File: src/rtl/fifo_byte_packer_if.sv
// Bundle of the FIFO read-side and packed-word output signals of fifo_byte_packer.
// The packer drives through the master modport; the FIFO/crossbar side uses slave.
interface fifo_byte_packer_if #(
  parameter int unsigned IN_WIDTH  = 8,
  parameter int unsigned PACK      = 4,
  parameter int unsigned OUT_WIDTH = IN_WIDTH * PACK,
  parameter int unsigned CW        = $clog2(PACK + 1)
);

  logic                 fifo_empty;
  logic [IN_WIDTH-1:0]  fifo_data;
  logic                 fifo_re;
  logic                 flush;
  logic                 out_valid;
  logic                 out_ready;
  logic [OUT_WIDTH-1:0] out_data;
  logic [CW-1:0]        out_bytes;
  logic                 out_last;

  modport master (
    input  fifo_empty,
    input  fifo_data,
    input  flush,
    input  out_ready,
    output fifo_re,
    output out_valid,
    output out_data,
    output out_bytes,
    output out_last
  );

  modport slave (
    output fifo_empty,
    output fifo_data,
    output flush,
    output out_ready,
    input  fifo_re,
    input  out_valid,
    input  out_data,
    input  out_bytes,
    input  out_last
  );

endinterface

File: src/rtl/fifo_byte_packer.sv
// Pops bytes from a synchronous FIFO and packs PACK of them into one wide word,
// presented on valid/ready; a flush closes a partial word tagged with its byte count.
module fifo_byte_packer #(
  parameter int unsigned IN_WIDTH  = 8,
  parameter int unsigned PACK      = 4,
  parameter int unsigned OUT_WIDTH = IN_WIDTH * PACK,
  parameter int unsigned CW        = $clog2(PACK + 1)
) (
  input  logic                clk,
  input  logic                rst_n,
  input  logic                chip_en,
  fifo_byte_packer_if.master  bus
);

  typedef enum logic [0:0] {StFill, StHold} state_e;

  state_e               state_q, state_d;
  logic [CW-1:0]        count_q, count_d;
  logic [OUT_WIDTH-1:0] lanes_q, lanes_d;
  logic [CW-1:0]        out_bytes_q, out_bytes_d;
  logic                 out_last_q, out_last_d;

  logic          fifo_re;
  logic [CW-1:0] count_inc;
  logic          emit_full;
  logic          emit_flush;

  // Gating on rst_n keeps the pop request low for the whole reset window.
  assign fifo_re   = rst_n & chip_en & (state_q == StFill) & ~bus.fifo_empty;
  assign count_inc = count_q + CW'(1);

  always_comb begin
    state_d     = state_q;
    count_d     = count_q;
    lanes_d     = lanes_q;
    out_bytes_d = out_bytes_q;
    out_last_d  = out_last_q;
    emit_full   = 1'b0;
    emit_flush  = 1'b0;

    if (chip_en) begin
      unique case (state_q)
        StFill: begin
          if (fifo_re) begin
            for (int k = 0; k < int'(PACK); k++) begin
              if (count_q == CW'(k)) begin
                lanes_d[k*IN_WIDTH +: IN_WIDTH] = bus.fifo_data;
              end
            end
            count_d = count_inc;
          end
          emit_full  = fifo_re && (count_inc == CW'(PACK));
          // An empty accumulator with nothing arriving has no tail to emit.
          emit_flush = bus.flush && (fifo_re || (count_q != '0));
          if (emit_full || emit_flush) begin
            state_d     = StHold;
            count_d     = '0;
            out_bytes_d = fifo_re ? count_inc : count_q;
            out_last_d  = emit_flush;
          end
        end
        StHold: begin
          if (bus.out_ready) begin
            state_d     = StFill;
            lanes_d     = '0;
            out_bytes_d = '0;
            out_last_d  = 1'b0;
          end
        end
        default: state_d = StFill;
      endcase
    end
  end

  always_ff @(posedge clk or negedge rst_n) begin
    if (!rst_n) begin
      state_q     <= StFill;
      count_q     <= '0;
      lanes_q     <= '0;
      out_bytes_q <= '0;
      out_last_q  <= 1'b0;
    end else begin
      state_q     <= state_d;
      count_q     <= count_d;
      lanes_q     <= lanes_d;
      out_bytes_q <= out_bytes_d;
      out_last_q  <= out_last_d;
    end
  end

  assign bus.fifo_re   = fifo_re;
  assign bus.out_valid = (state_q == StHold);
  assign bus.out_data  = lanes_q;
  assign bus.out_bytes = out_bytes_q;
  assign bus.out_last  = out_last_q;

  // A presented word must not change until the handshake is taken.
  assert property (@(posedge clk) disable iff (!rst_n)
      (bus.out_valid && !(chip_en && bus.out_ready)) |=>
      (bus.out_valid && $stable(bus.out_data) && $stable(bus.out_bytes)));

  assert property (@(posedge clk) disable iff (!rst_n) count_q <= CW'(PACK));

endmodule

File: src/flat_wrapper.sv
// flat-port wrapper written by rule: the top's interface ports become plain ports
module fifo_byte_packer_flat 
#(
  parameter int unsigned IN_WIDTH  = 8,
  parameter int unsigned PACK      = 4,
  parameter int unsigned OUT_WIDTH = IN_WIDTH * PACK,
  parameter int unsigned CW        = $clog2(PACK + 1)
)
  (clk, rst_n, chip_en, bus_fifo_empty, bus_fifo_data, bus_flush, bus_out_ready, bus_fifo_re, bus_out_valid, bus_out_data, bus_out_bytes, bus_out_last);
  fifo_byte_packer_if #(.IN_WIDTH(IN_WIDTH), .PACK(PACK), .OUT_WIDTH(OUT_WIDTH), .CW(CW)) bus_i ();
  input  logic clk;
  input  logic rst_n;
  input  logic chip_en;
  input wire logic [$bits(bus_i.fifo_empty)-1:0] bus_fifo_empty;
  input wire logic [$bits(bus_i.fifo_data)-1:0] bus_fifo_data;
  input wire logic [$bits(bus_i.flush)-1:0] bus_flush;
  input wire logic [$bits(bus_i.out_ready)-1:0] bus_out_ready;
  output wire logic [$bits(bus_i.fifo_re)-1:0] bus_fifo_re;
  output wire logic [$bits(bus_i.out_valid)-1:0] bus_out_valid;
  output wire logic [$bits(bus_i.out_data)-1:0] bus_out_data;
  output wire logic [$bits(bus_i.out_bytes)-1:0] bus_out_bytes;
  output wire logic [$bits(bus_i.out_last)-1:0] bus_out_last;
  assign bus_i.fifo_empty = bus_fifo_empty;
  assign bus_i.fifo_data = bus_fifo_data;
  assign bus_i.flush = bus_flush;
  assign bus_i.out_ready = bus_out_ready;
  assign bus_fifo_re = bus_i.fifo_re;
  assign bus_out_valid = bus_i.out_valid;
  assign bus_out_data = bus_i.out_data;
  assign bus_out_bytes = bus_i.out_bytes;
  assign bus_out_last = bus_i.out_last;
  fifo_byte_packer #(.IN_WIDTH(IN_WIDTH), .PACK(PACK), .OUT_WIDTH(OUT_WIDTH), .CW(CW)) u_core (.clk(clk), .rst_n(rst_n), .chip_en(chip_en), .bus(bus_i));
endmodule
File: config.mk
export PLATFORM = sky130hd
export DESIGN_NAME = fifo_byte_packer_flat
export DESIGN_NICKNAME = d
export VERILOG_FILES = /design/src/rtl/fifo_byte_packer_if.sv /design/src/rtl/fifo_byte_packer.sv /design/src/flat_wrapper.sv
export SDC_FILE = /design/constraint.sdc
export NUM_CORES = 1
export LEC_CHECK = 0
export BUFFER_PORTS_ARGS = -buffer_cell sky130_fd_sc_hd__buf_4
export CORE_MARGIN = 2
export CORE_UTILIZATION = 57
export CTS_BUF_LIST = sky130_fd_sc_hd__clkbuf_2
export DETAILED_ROUTE_END_ITERATION = 8
export HOLD_SLACK_MARGIN = 0.02
export PLACE_DENSITY_LB_ADDON = 0.12
export SLEW_MARGIN = 10
export SYNTH_ARGS = -nofsm -noshare
export SYNTH_HDL_FRONTEND = slang
export SYNTH_SLANG_ARGS = --single-unit
File: constraint.sdc
create_clock -name clk -period 3.4 [get_ports clk]
set_input_delay 0.17 -clock clk [delete_from_list [all_inputs] [get_ports clk]]
set_output_delay 0.17 -clock clk [all_outputs]
set_load 0.1 [all_outputs]
==> results of run 1 <==
==> Yosys cell counts (all sizes together) <==
| cell type | instances | area [um2] |
|---|---|---|
| a21boi | 1 | 18.77 |
| nor2b | 2 | 12.51 |
| o21ai | 3 | 18.77 |
| nand2 | 10 | 42.54 |
| or3b | 1 | 11.26 |
| mux2 | 2 | 22.52 |
| a31o | 1 | 8.760 |
| and3 | 1 | 6.260 |
| nand4bb | 1 | 11.26 |
| a22o | 34 | 297.8 |
| buf | 1 | 5.000 |
| and2 | 4 | 25.02 |
| a21o | 2 | 15.01 |
| nand3b | 1 | 7.510 |
| a221oi | 3 | 26.28 |
| nor3b | 1 | 7.510 |
| inv | 7 | 26.28 |
| ha | 6 | 75.07 |
| nand2b | 1 | 6.260 |
| nand3 | 3 | 15.01 |
| nor4 | 1 | 6.260 |
| o22ai | 1 | 6.260 |
| nor3 | 2 | 10.01 |
| a21oi | 7 | 35.03 |
| dfrtp | 40 | 1001 |
| clkbuf | 5 | 18.77 |
| nor2 | 4 | 15.01 |
| a211oi | 1 | 7.510 |
==> worst max-delay path: cells and delay by family <==
| kind | cells | cell delay, ps |
|---|---|---|
| buffers and inverters | 4 | 1600 |
| AND/OR/NAND/NOR | 1 | 480 |
==> cells by family after synthesis <==
logic type | Yosys count | share of synthesized area
DFF | 40 | 0.5690
muxes | 2 | 0.01280
adders and majority gates | 6 | 0.04267
buffers and inverters | 13 | 0.02845
and+or+nand+nor | 32 | 0.1003
AOI/OAI and AO/OA | 53 | 0.2468
==> worst max path at each step <==
stage	slack, ps	to
floorplan	1260	u_core.bus.out_bytes[0]
global placement	1320	u_core.bus.out_bytes[0]
detailed placement	1290	u_core.bus.out_bytes[0]
CTS	950	bus_fifo_re
global route	750	bus_fifo_re
finish	960	bus_fifo_re
==> registers in the layout (all words and copies together) (netlist names) <==
register	cells
u_core.count_q	3
u_core.bus.out_valid	1
u_core.bus.out_data	32
u_core.bus.out_last	1
u_core.bus.out_bytes	3
==> layout by cell type (no fill, tap or decap), types with 4 or more instances in the layout <==
master         count
ha_1               6
dlygate4sd3_1     10
nor2_1             4
dfrtp_1           40
inv_1              7
buf_4             51
clkbuf_2           5
and2_1             4
a21oi_1            7
a22o_1            34
nand2_1            8
==> through the flow <==
stage / setup slack (ps) / hold slack [ps] / utilization
2_1_floorplan: 1255 / -125.6 / -
3_3_place_gp: 1317 / 170.7 / 0.7192
3_5_place_dp: 1287 / 181.8 / 0.7192
4_1_cts: 947.8 / 35.17 / 0.7729
5_1_grt: 745.6 / 41.64 / 0.7763
6_report: 961.8 / 74.94 / 0.7763
==> layout make-up <==
cell class	instances	area [um2]	share of cell area
Timing Repair Buffer	61	483.0	0.2072
Clock buffer	5	25.02	0.01074
Multi-Input combinational cell	93	708.2	0.3038
Clock inverter	3	46.29	0.01986
Sequential cell	40	1001	0.4294
Inverter	7	26.28	0.01127
Tap cell	33	41.29	0.01771
==> metal layers <==
metal / vias to the layer above / routed length, um / track usage
met5: - / 0 / 0
met4: 0 / 102 / 0.1238
met3: 14 / 281 / 0.05459
met2: 70 / 2363 / 0.4741
met1: 736 / 1769 / 0.3467
li1: 673 / - / -
==> timing repair <==
action,in CTS,in global routing
hold buffers,9,1
hold endpoints to repair,72,1
setup endpoints to repair,0,0
buffers inserted,0,0
==> run summary, run 1 <==
GRT Resource Usage Total: 0.2801
first drt pass iteration count: 4
DP Area: 0.002160 mm2
Data arrival, critical path: 2270 ps
Die ar.: 0.003547 mm2
routed len/inst: 18.66 um
FF-to-FF End: u_core.bus.out_bytes[0]
Initial DRC Count: 79
Max Fclk: 410.1 MHz
final count of negative-setup-slack endpoints: 0
Hold EP: u_core.bus.out_valid
Final Slew Violations: 0
vias in the first global route: 1453
clk_skew: 25.52 ps
CTS resizes: 0
Final min period: 2438 ps
PortBufs: 51
slowest CP cell: dlygate4sd3_1
Cells after DPL: 224
Layout area overhead: 32.50%
r2r startpoint: u_core.count_q[0]
share of layout cells above drive strength 1: 0.3206
Post-Synthesis Cells: 146
startpoint types: input pin
Initial Util: 0.5858
CTS clk-pin slew, worst paths: 220 ps
final std cells w/o fill: 242
Final Hold Viols: 0
Crit Path Max Fanout: 44
CP endpoint kind: output port
CP dominant cell by count: buf_4
hold_sp: chip_en
CTS buffer count: 5
H-tree depth: 2
Synth Warn #: 0
GRT overflow: 0
Setup CP Type: in2out
fill cell count: 205
synthesized area: 0.001759 mm2
Rows: 20
via total after detailed routing: 1493
Max-cap violations: 0
Die X: 59.56 um
Clk Latency, worst-skew pair: 430 ps
CP Launch Point: rst_n
cells along the critical path: dlygate4sd3_1 -> buf_4 -> nand4bb_1 -> inv_1 -> buf_4
first-pass GRT wire length: 7.127 mm
CTS tree: yes
final cycle utilization of the critical path: 0.7171
largest net degree at the start of global routing: 45
Core Region: 0.003003 mm2
number of synthesized register bits: 40
WP data required: 3230 ps
Final HPWL DP: 3.145 mm
Inserted Diodes: 0
Vias/cell: 6.169
Die Y: 59.56 um
actual slew at the worst max-slew pin: 657.6 ps
DRT antenna net count: 0
# IOs: 52
RSZ-0062 raised after global routing: no
r2r setup slk: 1220 ps
TNS Setup: 0 ps
Final #Nets: 228
library cells used by synthesis: 30
Rel. slew slack: 0.5616
Design Area, Final: 0.002331 mm2
Mapped Avg Cell Area: 12.05 um2
DRC: 0
status: finished, final reports clean
syn nets: 166
sequential share of the synthesized area: 0.5690
worst min-delay path class: in2reg
clock root buffer: clkbuf_2
cells on worst reg2reg path: 6
Clock Tree Buf Depth: 2
hold depth: 3
crit-path max cell delay: 530 ps
Total Routed Length: 4.516 mm
CTS Sinks: 40
routability cong.: 0.8218
antenna violations before repair: 0
Power of run 1 is left out: the tool's default activity adds up to more than one toggle a clock period on the data nets, which glitch-free logic cannot reach.
==> run 2, diff against run 1 <==
Settings changed: ABC_AREA set to 1, CORE_UTILIZATION 57 to 48.
Clock period 3.4 ns to 2.1 ns, I/O delays scaled along.
==> run 2 against run 1 <==
  * First-iteration DRC count rose by 41%
  * Area after synthesis rose by 7.2%
  * Critical path depth fell by 1
  * Count of clock-buffer cells in the layout rose by 1
  * Non-clock buffer count fell by 5
  * Synthesized cell count rose by 28%
  * Sequential cell count did not move
  * Die area rose by 25%
  * Cell area rose by 1.6%
  * Global-route usage fell by 9.1 points
  * Largest cell class unchanged
==> run summary, run 2 <==
Final Hold Viols: 0
Clk Latency, worst-skew pair: 390 ps
clk_skew: 26.77 ps
Inserted Diodes: 0
CP endpoint kind: output port
Final #Nets: 264
Initial DRC Count: 111
Synth top area share: 0.5309
DP Area: 0.002292 mm2
via total after detailed routing: 1414
number of synthesized register bits: 40
top cells by count, synth: 63 x nand2_1, 40 x dfrtp_1, 16 x o21ai_1, 16 x o21ai_2, 7 x inv_1
startpoint types: register
DRT antenna net count: 0
Total Routed Length: 3.771 mm
CTS buffer count: 5
Initial Util: 0.5074
DRC: 0
Area contributors post-synth: dfrtp_1 53%, nand2_1 13%, o21ai_2 7.4%
TNS Setup: 0 ps
Post-synth ARST share: 1.000
commonest non-fill, non-tap cell in the layout: nand2_1
PortBufs: 51
Vias/cell: 4.842
Core Region: 0.003716 mm2
antenna violations before repair: 0
H-tree depth: 2
Final Slew Violations: 0
WP data required: 2000 ps
# IOs: 52
number of synthesized flops with an enable pin: 0
crit-path max cell delay: 620 ps
sequential share of the synthesized area: 0.5309
Layout area overhead: 25.55%
first-pass GRT wire length: 6.258 mm
Post-Synthesis Cells: 187
final cycle utilization of the critical path: 0.8638
Max-cap violations: 0
routability cong.: 0.8097
GRT overflow: 0
synthesized area: 0.001886 mm2
routed len/inst: 12.91 um
Die X: 66.68 um
most frequent cells in the layout: 63 x nand2_1, 52 x buf_4, 39 x dfrtp_1
actual slew at the worst max-slew pin: 489.7 ps
CTS resizes: 0
Final min period: 1814 ps
syn nets: 207
GRT Resource Usage Total: 0.1895
Rows: 22
CTS clk-pin slew, worst paths: 200 ps
CP Launch Point: u_core.bus.out_valid
sequential cell area: 0.001005 mm2
vias in the first global route: 1328
Setup Fix Bufs, Post-CTS: 0
Rel. slew slack: 0.6736
Data arrival, critical path: 1710 ps
Place WS: 471.7 ps
worst min-delay path class: in2reg
Crit Path Max Fanout: 10
CTS Sinks: 40
final count of negative-setup-slack endpoints: 0
Synth Warn #: 0
slack of the critical path: 286.0 ps
largest net degree at the start of global routing: 41
cells along the critical path: nor2_8 -> nand2_4 -> clkinvlp_4 -> buf_4
library cells used by synthesis: 23
max reg flops: 32
most frequent cell after synthesis: nand2_1
Yosys top cell by area: dfrtp_1
Mapped Avg Cell Area: 10.08 um2
status: finished, final reports clean
ys flop type: dfrtp_1
Max Fclk: 551.3 MHz
slowest CP cell: dfrtp_4
fill cell count: 352
RSZ-0062 raised after global routing: no
hold_sp: bus_fifo_data[3]
clock root buffer: clkbuf_2
Clock Tree Buf Depth: 2
Die Y: 66.68 um
first drt pass iteration count: 4
CTS tree: yes
Design Area, Final: 0.002367 mm2
Final HPWL DP: 2.781 mm
share of layout cells above drive strength 1: 0.3893
Die ar.: 0.004446 mm2
area of the multi-input gates: 793.3 um2
Setup CP Type: reg2out
r2r startpoint: u_core.count_q[0]
[run 2: changes by cell type in the layout (fill, tap and decap cells not counted), moves of 3 or more]
cell | previous run | this run
nand2_1 | 8 | 63
a22o_1 | 34 | 0
o21ai_1 | 0 | 16
o21ai_2 | 1 | 16
dlygate4sd3_1 | 10 | 4
a21oi_1 | 7 | 3
and2_1 | 4 | 0
nand2_4 | 0 | 4
a221oi_1 | 3 | 0
nand3_1 | 3 | 6
[run 2: repair_timing]
item,in CTS,in global routing
hold endpoints to repair,42,0
hold buffers,4,0
endpoints found under the setup margin,0,0
[run 2: path summary, 6_finish.rpt]
path	endpoint	slack, ps	depth (start not counted)
max in group asynchronous	u_core.bus.out_valid	1450	3
max	bus_fifo_re	290	4
min	u_core.bus.out_data[3]	70	3
min reg2reg	u_core.bus.out_data[10]	510	2
max reg2reg	u_core.bus.out_bytes[1]	420	8
min in group asynchronous	u_core.bus.out_bytes[2]	280	3
[run 2: cells by family (layout without fill, tap and decap cells)]
group | Yosys count | count (layout) | share of synthesized area
simple gates | 87 | 87 | 0.2250
flops | 40 | 40 | 0.5309
compound gates | 38 | 38 | 0.1559
buf+inv | 16 | 73 | 0.04845
fa+ha+maj | 6 | 6 | 0.03981
[run 2: final cells by class]
class,count,share of cell area
Multi-Input combinational cell,131,0.3351
Clock buffer,6,0.01268
Inverter,10,0.01850
Timing Repair Buffer,56,0.1818
Clock inverter,1,0.002114
Sequential cell,40,0.4244
Tap cell,48,0.02537
[run 2: critical path, delay by kind of cell, from the launching register on]
| family | cells | cell delay (ps) |
|---|---|---|
| buffers and inverters | 2 | 370 |
| AND/OR/NAND/NOR | 2 | 320 |
| flip-flops | 1 | 620 |
[run 2: through the flow]
step | instances | utilization | hold WS [ps]
floorplan | 187 | - | -190.6
global placement | 281 | 0.6168 | 205.5
detailed placement | 281 | 0.6168 | 199.4
CTS | 292 | 0.6370 | 52.20
global route | 292 | 0.6370 | 58.11
finish | 292 | 0.6370 | 71.72
[run 2: routing by layer]
layer	GRT usage	up-vias	part of all wire
met1	0.2607	646	0.48
met2	0.2913	42	0.44
li1	-	722	-
met3	0.05068	4	0.060
met5	0	-	0
met4	0.06122	0	0.012
Power of run 2 is left out for the same reason.
